--- config.mk ---
export PLATFORM = sky130hd
export DESIGN_NAME = unlock_key_sequencer
export DESIGN_NICKNAME = d
export VERILOG_FILES = /design/src/rtl/unlock_key_sequencer_pkg.sv /design/src/rtl/unlock_key_sequencer_timer.sv /design/src/rtl/unlock_key_sequencer.sv
export SDC_FILE = /design/constraint.sdc
export NUM_CORES = 1
export LEC_CHECK = 0
export ABC_AREA = 0
export BUFFER_PORTS_ARGS = -buffer_cell sky130_fd_sc_hd__buf_2
export CAP_MARGIN = 20
export CORE_ASPECT_RATIO = 1.5
export CORE_MARGIN = 2
export CORE_UTILIZATION = 55
export DETAILED_ROUTE_END_ITERATION = 7
export MAX_ROUTING_LAYER = met4
export PLACE_DENSITY = 0.88
export SLEW_MARGIN = 20
export SYNTH_ARGS = -nofsm -noshare
export SYNTH_HDL_FRONTEND = slang
export SYNTH_SLANG_ARGS = --single-unit
--- constraint.sdc ---
create_clock -name clk -period 2.9 [get_ports clk]
set_input_delay 0.145 -clock clk [delete_from_list [all_inputs] [get_ports clk]]
set_output_delay 0.145 -clock clk [all_outputs]
set_load 0.05 [all_outputs]
--- src/rtl/unlock_key_sequencer_pkg.sv ---
// rtl/unlock_key_sequencer_pkg.sv - shared types, defaults and width helpers for the unlock key sequencer
package unlock_seq_pkg;

   localparam int                KEY_W_DEF     = 8;
   localparam int                KEY_N_DEF     = 4;
   localparam logic [31:0]       KEY_VALUE_DEF = 32'hA5C3_0F5A;

   typedef enum logic [2:0] {
      IDLE    = 3'd0,
      COLLECT = 3'd1,
      UNLOCK  = 3'd2,
      DONE    = 3'd3,
      PENALTY = 3'd4,
      BRICKED = 3'd5
   } seq_state_t;

   // Width of a counter that must hold values 0..max_val.
   function automatic int cnt_w(input int max_val);
      return (max_val < 2) ? 1 : $clog2(max_val + 1);
   endfunction

   // Width of an index that addresses n entries.
   function automatic int idx_w(input int n);
      return (n < 3) ? 1 : $clog2(n);
   endfunction

   function automatic int max_of(input int a, input int b);
      return (a > b) ? a : b;
   endfunction

endpackage

--- src/rtl/unlock_key_sequencer_timer.sv ---
// rtl/unlock_key_sequencer_timer.sv - loadable down-counter that saturates at zero
module seq_down_timer #(
   parameter int W = 8
) (
   input  logic         clk,
   input  logic         reset,
   input  logic         i_load,
   input  logic [W-1:0] i_load_val,
   input  logic         i_en,
   output logic         o_zero
);

   logic [W-1:0] r_count;

   always_ff @(posedge clk) begin
      if (reset) begin
         r_count <= '0;
      end else if (i_load) begin
         r_count <= i_load_val;
      end else if (i_en && (r_count != '0)) begin
         r_count <= r_count - W'(1);
      end
   end

   assign o_zero = (r_count == '0);

endmodule

--- src/rtl/unlock_key_sequencer.sv ---
// rtl/unlock_key_sequencer.sv - key sequence checker driving a one-cycle unlock pulse
// Optional inter-key timeout in COLLECT enabled by defining UNLOCK_SEQ_TIMEOUT_EN.
module unlock_key_sequencer
   import unlock_seq_pkg::*;
#(
   parameter int                      KEY_W          = KEY_W_DEF,
   parameter int                      KEY_N          = KEY_N_DEF,
   parameter logic [KEY_N*KEY_W-1:0]  KEY_VALUE      = KEY_VALUE_DEF,
   parameter int                      MAX_ATTEMPTS   = 3,
   parameter int                      PENALTY_CYCLES = 16,
   parameter int                      TIMEOUT_CYCLES = 64
) (
   input  logic                             clk,
   input  logic                             reset,
   input  logic                             key_valid,
   input  logic [KEY_W-1:0]                 key_data,
   output logic                             key_ready,
   input  logic                             locked_in,
   output logic                             unlock,
   output logic                             busy,
   output logic                             fail,
   output logic [cnt_w(MAX_ATTEMPTS)-1:0]   attempts_left
);

   localparam int AW    = cnt_w(MAX_ATTEMPTS);
   localparam int IW    = idx_w(KEY_N);
   localparam int TW    = cnt_w(max_of(PENALTY_CYCLES, TIMEOUT_CYCLES));
   localparam logic [IW-1:0] LAST_IDX = IW'(KEY_N - 1);

   seq_state_t     r_state;
   logic [IW-1:0]  r_idx;
   logic [AW-1:0]  r_attempts;
   logic           r_key_ready;
   logic           r_unlock;
   logic           r_busy;
   logic           r_fail;

   logic [KEY_W-1:0] w_expected;
   logic             w_accept;
   logic             w_match;
   logic             w_tmr_load;
   logic [TW-1:0]    w_tmr_val;
   logic             w_tmr_en;
   logic             w_tmr_zero;

   always_comb begin
      w_expected = '0;
      for (int i = 0; i < KEY_N; i++) begin
         if (r_idx == IW'(i)) w_expected = KEY_VALUE[i*KEY_W +: KEY_W];
      end
   end

   assign w_accept = key_valid && r_key_ready;
   assign w_match  = (key_data == w_expected);

   // One timer serves both the penalty wait and the inter-key timeout.
   always_comb begin
      w_tmr_load = 1'b0;
      w_tmr_val  = '0;
      w_tmr_en   = 1'b0;
      case (r_state)
         IDLE, COLLECT: begin
            if (locked_in && w_accept) begin
               if (!w_match) begin
                  w_tmr_load = 1'b1;
                  w_tmr_val  = TW'(PENALTY_CYCLES - 1);
               end
`ifdef UNLOCK_SEQ_TIMEOUT_EN
               else if (r_idx != LAST_IDX) begin
                  w_tmr_load = 1'b1;
                  w_tmr_val  = TW'(TIMEOUT_CYCLES - 1);
               end
            end else if (r_state == COLLECT) begin
               w_tmr_en = 1'b1;
`endif
            end
         end
         PENALTY: w_tmr_en = 1'b1;
         default: ;
      endcase
   end

   seq_down_timer #(
      .W (TW)
   ) u_timer (
      .clk        (clk),
      .reset      (reset),
      .i_load     (w_tmr_load),
      .i_load_val (w_tmr_val),
      .i_en       (w_tmr_en),
      .o_zero     (w_tmr_zero)
   );

   always_ff @(posedge clk) begin
      if (reset) begin
         r_state     <= IDLE;
         r_idx       <= '0;
         r_attempts  <= AW'(MAX_ATTEMPTS);
         r_key_ready <= locked_in;
         r_unlock    <= 1'b0;
         r_busy      <= 1'b0;
         r_fail      <= 1'b0;
      end else begin
         case (r_state)
            IDLE, COLLECT: begin
               // A lock opened elsewhere retires the block without a pulse.
               if (!locked_in) begin
                  r_state     <= DONE;
                  r_idx       <= '0;
                  r_key_ready <= 1'b0;
                  r_busy      <= 1'b0;
               end else if (w_accept) begin
                  if (w_match && (r_idx == LAST_IDX)) begin
                     r_state     <= UNLOCK;
                     r_idx       <= '0;
                     r_unlock    <= 1'b1;
                     r_key_ready <= 1'b0;
                     r_busy      <= 1'b0;
                  end else if (w_match) begin
                     r_state <= COLLECT;
                     r_idx   <= r_idx + IW'(1);
                     r_busy  <= 1'b1;
                  end else begin
                     r_idx       <= '0;
                     r_key_ready <= 1'b0;
                     if (r_attempts > AW'(1)) begin
                        r_state    <= PENALTY;
                        r_attempts <= r_attempts - AW'(1);
                        r_busy     <= 1'b1;
                     end else begin
                        r_state    <= BRICKED;
                        r_attempts <= '0;
                        r_fail     <= 1'b1;
                        r_busy     <= 1'b0;
                     end
                  end
               end
`ifdef UNLOCK_SEQ_TIMEOUT_EN
               else if ((r_state == COLLECT) && w_tmr_zero) begin
                  r_state <= IDLE;
                  r_idx   <= '0;
                  r_busy  <= 1'b0;
               end
`endif
            end
            PENALTY: begin
               if (w_tmr_zero) begin
                  r_state     <= IDLE;
                  r_key_ready <= 1'b1;
                  r_busy      <= 1'b0;
               end
            end
            UNLOCK: begin
               r_state  <= DONE;
               r_unlock <= 1'b0;
            end
            DONE, BRICKED: ;
            default: begin
               r_state     <= IDLE;
               r_idx       <= '0;
               r_key_ready <= 1'b0;
               r_unlock    <= 1'b0;
               r_busy      <= 1'b0;
            end
         endcase
      end
   end

   assign key_ready     = r_key_ready;
   assign unlock        = r_unlock;
   assign busy          = r_busy;
   assign fail          = r_fail;
   assign attempts_left = r_attempts;

endmodule

==> run summary <==
#FFs+latches synth = 18
routed len/inst = 14.3 um
first-pass GRT wire length = 3.80 mm
nets@finish = 168
die height = 59.8 um
Worst-Skew Late Latency = 280 ps
Post-Synthesis Cells = 129
WP data required = 3120 ps
Clock Sinks = 18
Overflow after GRT = 0
core footprint = 0.00200 sq mm
initial antenna violation count = 0
vias in the first global route = 985
Final Critical Period = 2510 ps
post-synth top area cell = dfxtp_1
pwr/cell area = 370 mW/mm^2
DP Wirelength = 1.95 mm
CP arrival = 2730 ps
RePlAce Congestion = 0.858
Initial Utilization = 0.570
io pins = 18
Final setup viols = 0
synth top area cells = dfxtp_1, ha_1, a21oi_1
Worst R2R Setup Slack = 390 ps
outcome = finished clean
Cell Chain, Critical Path = inv_1 > ha_1 > or4_1 > o221ai_2 > o211ai_4 > or4b_1 > a21oi_1
routed vias = 1019
DRT Pass-1 Iters = 7
Worst Hold Class = input port to flip-flop
asr flop ratio synth = 0
Cell Count Post-Placement = 165
Post-Syn Area = 0.00114 sq mm
max_cap viols = 0
Max Clk Rate = 398 MHz
Setup crit start kind = flip-flop
initial DRC count = 23
Setup Total Neg Slack = 0 ps
sequential fraction of the synthesis area = 0.325
Ant. Diodes = 0
final hold violation count = 0
peak supply drop = 0.334 mV
I/O Buffers = 17
Avg Cell Area, Syn = 8.85 sq um
number of setup buffers added after CTS = 0
CTS tree = yes
DRT antenna net count = 0
Vias per Instance = 6.03
largest net degree at the start of global routing = 21
Die W = 41.2 um
crit path from = r_idx[0]$_SDFFE_PP0P_
Power Total = 470 uW
leakage = 0.000533 uW
hold_buf cts = 0
H-tree depth = 1
Syn Nets = 149
Yosys cell types = 42
worst-margin pin slew = 516 ps
Root Buffer = clkbuf_4
CP max stage delay = 550 ps
Syn. warnings = 0
DR DRC count = 0
die area = 0.00246 sq mm
Num CTS Buffers = 3
CP max stage cell = or4_1
Main synth FF type = dfxtp_1
final WL = 2.41 mm
WS Path Type = flip-flop to flip-flop
Max-slew headroom = 0.653
Worst Path Max Fanout = 7
Yosys top cell area share = 0.298
RSZ-0062 raised after global routing = no
non-filler cells, final = 169
Resized Gates After CTS = 0
Worst Setup End Kind = flip-flop
layout cells sized above 1 = 0.204
final core area utilization = 0.634
Synth-to-Final Area Change = 11.2%
RR Startpoint = r_idx[0]$_SDFFE_PP0P_
Worst Min Path Start = locked_in
crit share post-route = 0.866
Worst Skew = 5.54 ps
Std-Cell Rows = 20
fin. max-slew vios = 0
Post-synth EDFFs = 1
GRT Overall Usage = 0.229
CTS clk-pin slew, worst paths = 90 ps
CTS Buffer Depth = 2
## per-layer routing
layer / wire length [um] / global-route usage / vias to the layer above
li1: - / - / 506
met1: 903 / 0.212 / 472
met2: 1360 / 0.435 / 35
met3: 112 / 0.0297 / 6
met4: 36 / 0.0829 / 0
met5: 0 / - / -
## synth_stat cells, types with 3 or more instances
cell type,n
clkbuf_1,3
ha_1,8
nor3_1,5
dfxtp_1,17
nor2_1,10
xor2_1,4
xnor2_1,4
nor3b_1,3
a21oi_1,9
inv_1,8
o21ai_0,6
o211a_1,3
nand2_1,8
nand3_1,6
## placed cells by master (no fill, tap or decap), drive strengths merged, types with 2 or more instances in the layout
cell type,instances
dfxtp,17
buf,17
nor2,10
a21oi,9
inv,8
nand2,8
ha,8
o21ai,6
nand3,6
nor3,5
xnor2,4
xor2,4
clkbuf,4
nor3b,3
o211a,3
a21o,3
or3b,3
a31oi,3
nand2b,2
or4,2
or3,2
nand3b,2
## per-stage QoR
stage               area (sq um)  hold WS [ps]  setup slack [ps]
floorplan                   1140           243               599
global placement            1240           390               529
detailed placement          1240           402               411
CTS                         1270          99.7               378
global route                1270           101               258
finish                      1270           103               388
## logic make-up after synthesis
family | Yosys count | synth area share
AO/OA/AOI/OAI | 33 | 0.235
AND/OR/NAND/NOR | 51 | 0.255
flip-flops | 18 | 0.325
buffers and inverters | 11 | 0.0362
XOR/XNOR | 8 | 0.0614
adder cells (fa/ha/maj) | 8 | 0.0877
## layout make-up
| type | instances | area, sq um |
|---|---|---|
| timing repair buffer | 17 | 85.1 |
| sequential | 18 | 370 |
| tap | 22 | 27.5 |
| inverter | 8 | 30.0 |
| multi-input combinational | 100 | 729 |
| fill | 187 | 733 |
| clock buffer | 4 | 26.3 |
## registers in the layout (all words and copies together) (netlist names)
signal and flops:
attempts_left 2, busy 1, fail 1, key_ready 1
r_idx 2, r_state 3, u_timer.r_count 7, unlock 1
## power by group
group / internal (uW) / total, uW / switching, uW
combinational: 30.0 / 79.7 / 49.7
clock: 53.3 / 121 / 68.1
sequential: 259 / 269 / 10.0
total: 342 / 470 / 128
## worst paths after layout
| kind | to | depth (start not counted) |
|---|---|---|
| min reg2reg | busy$_SDFFE_PP0P_ | 2 |
| min | r_state[0]$_SDFFE_PP0P_ | 2 |
| max | r_idx[1]$_SDFFE_PP0P_ | 7 |
| max reg2reg | r_idx[1]$_SDFFE_PP0P_ | 7 |
## worst max-delay path, delay by kind of cell (launching register included)
| kind | cells | cell delay [ps] |
|---|---|---|
| AOI/OAI and AO/OA | 3 | 550 |
| DFF | 1 | 460 |
| and+or+nand+nor | 2 | 1080 |
| adders and majority gates | 1 | 250 |
| buffers and inverters | 1 | 110 |
No activity file was read; power rests on OpenSTA's default activity.
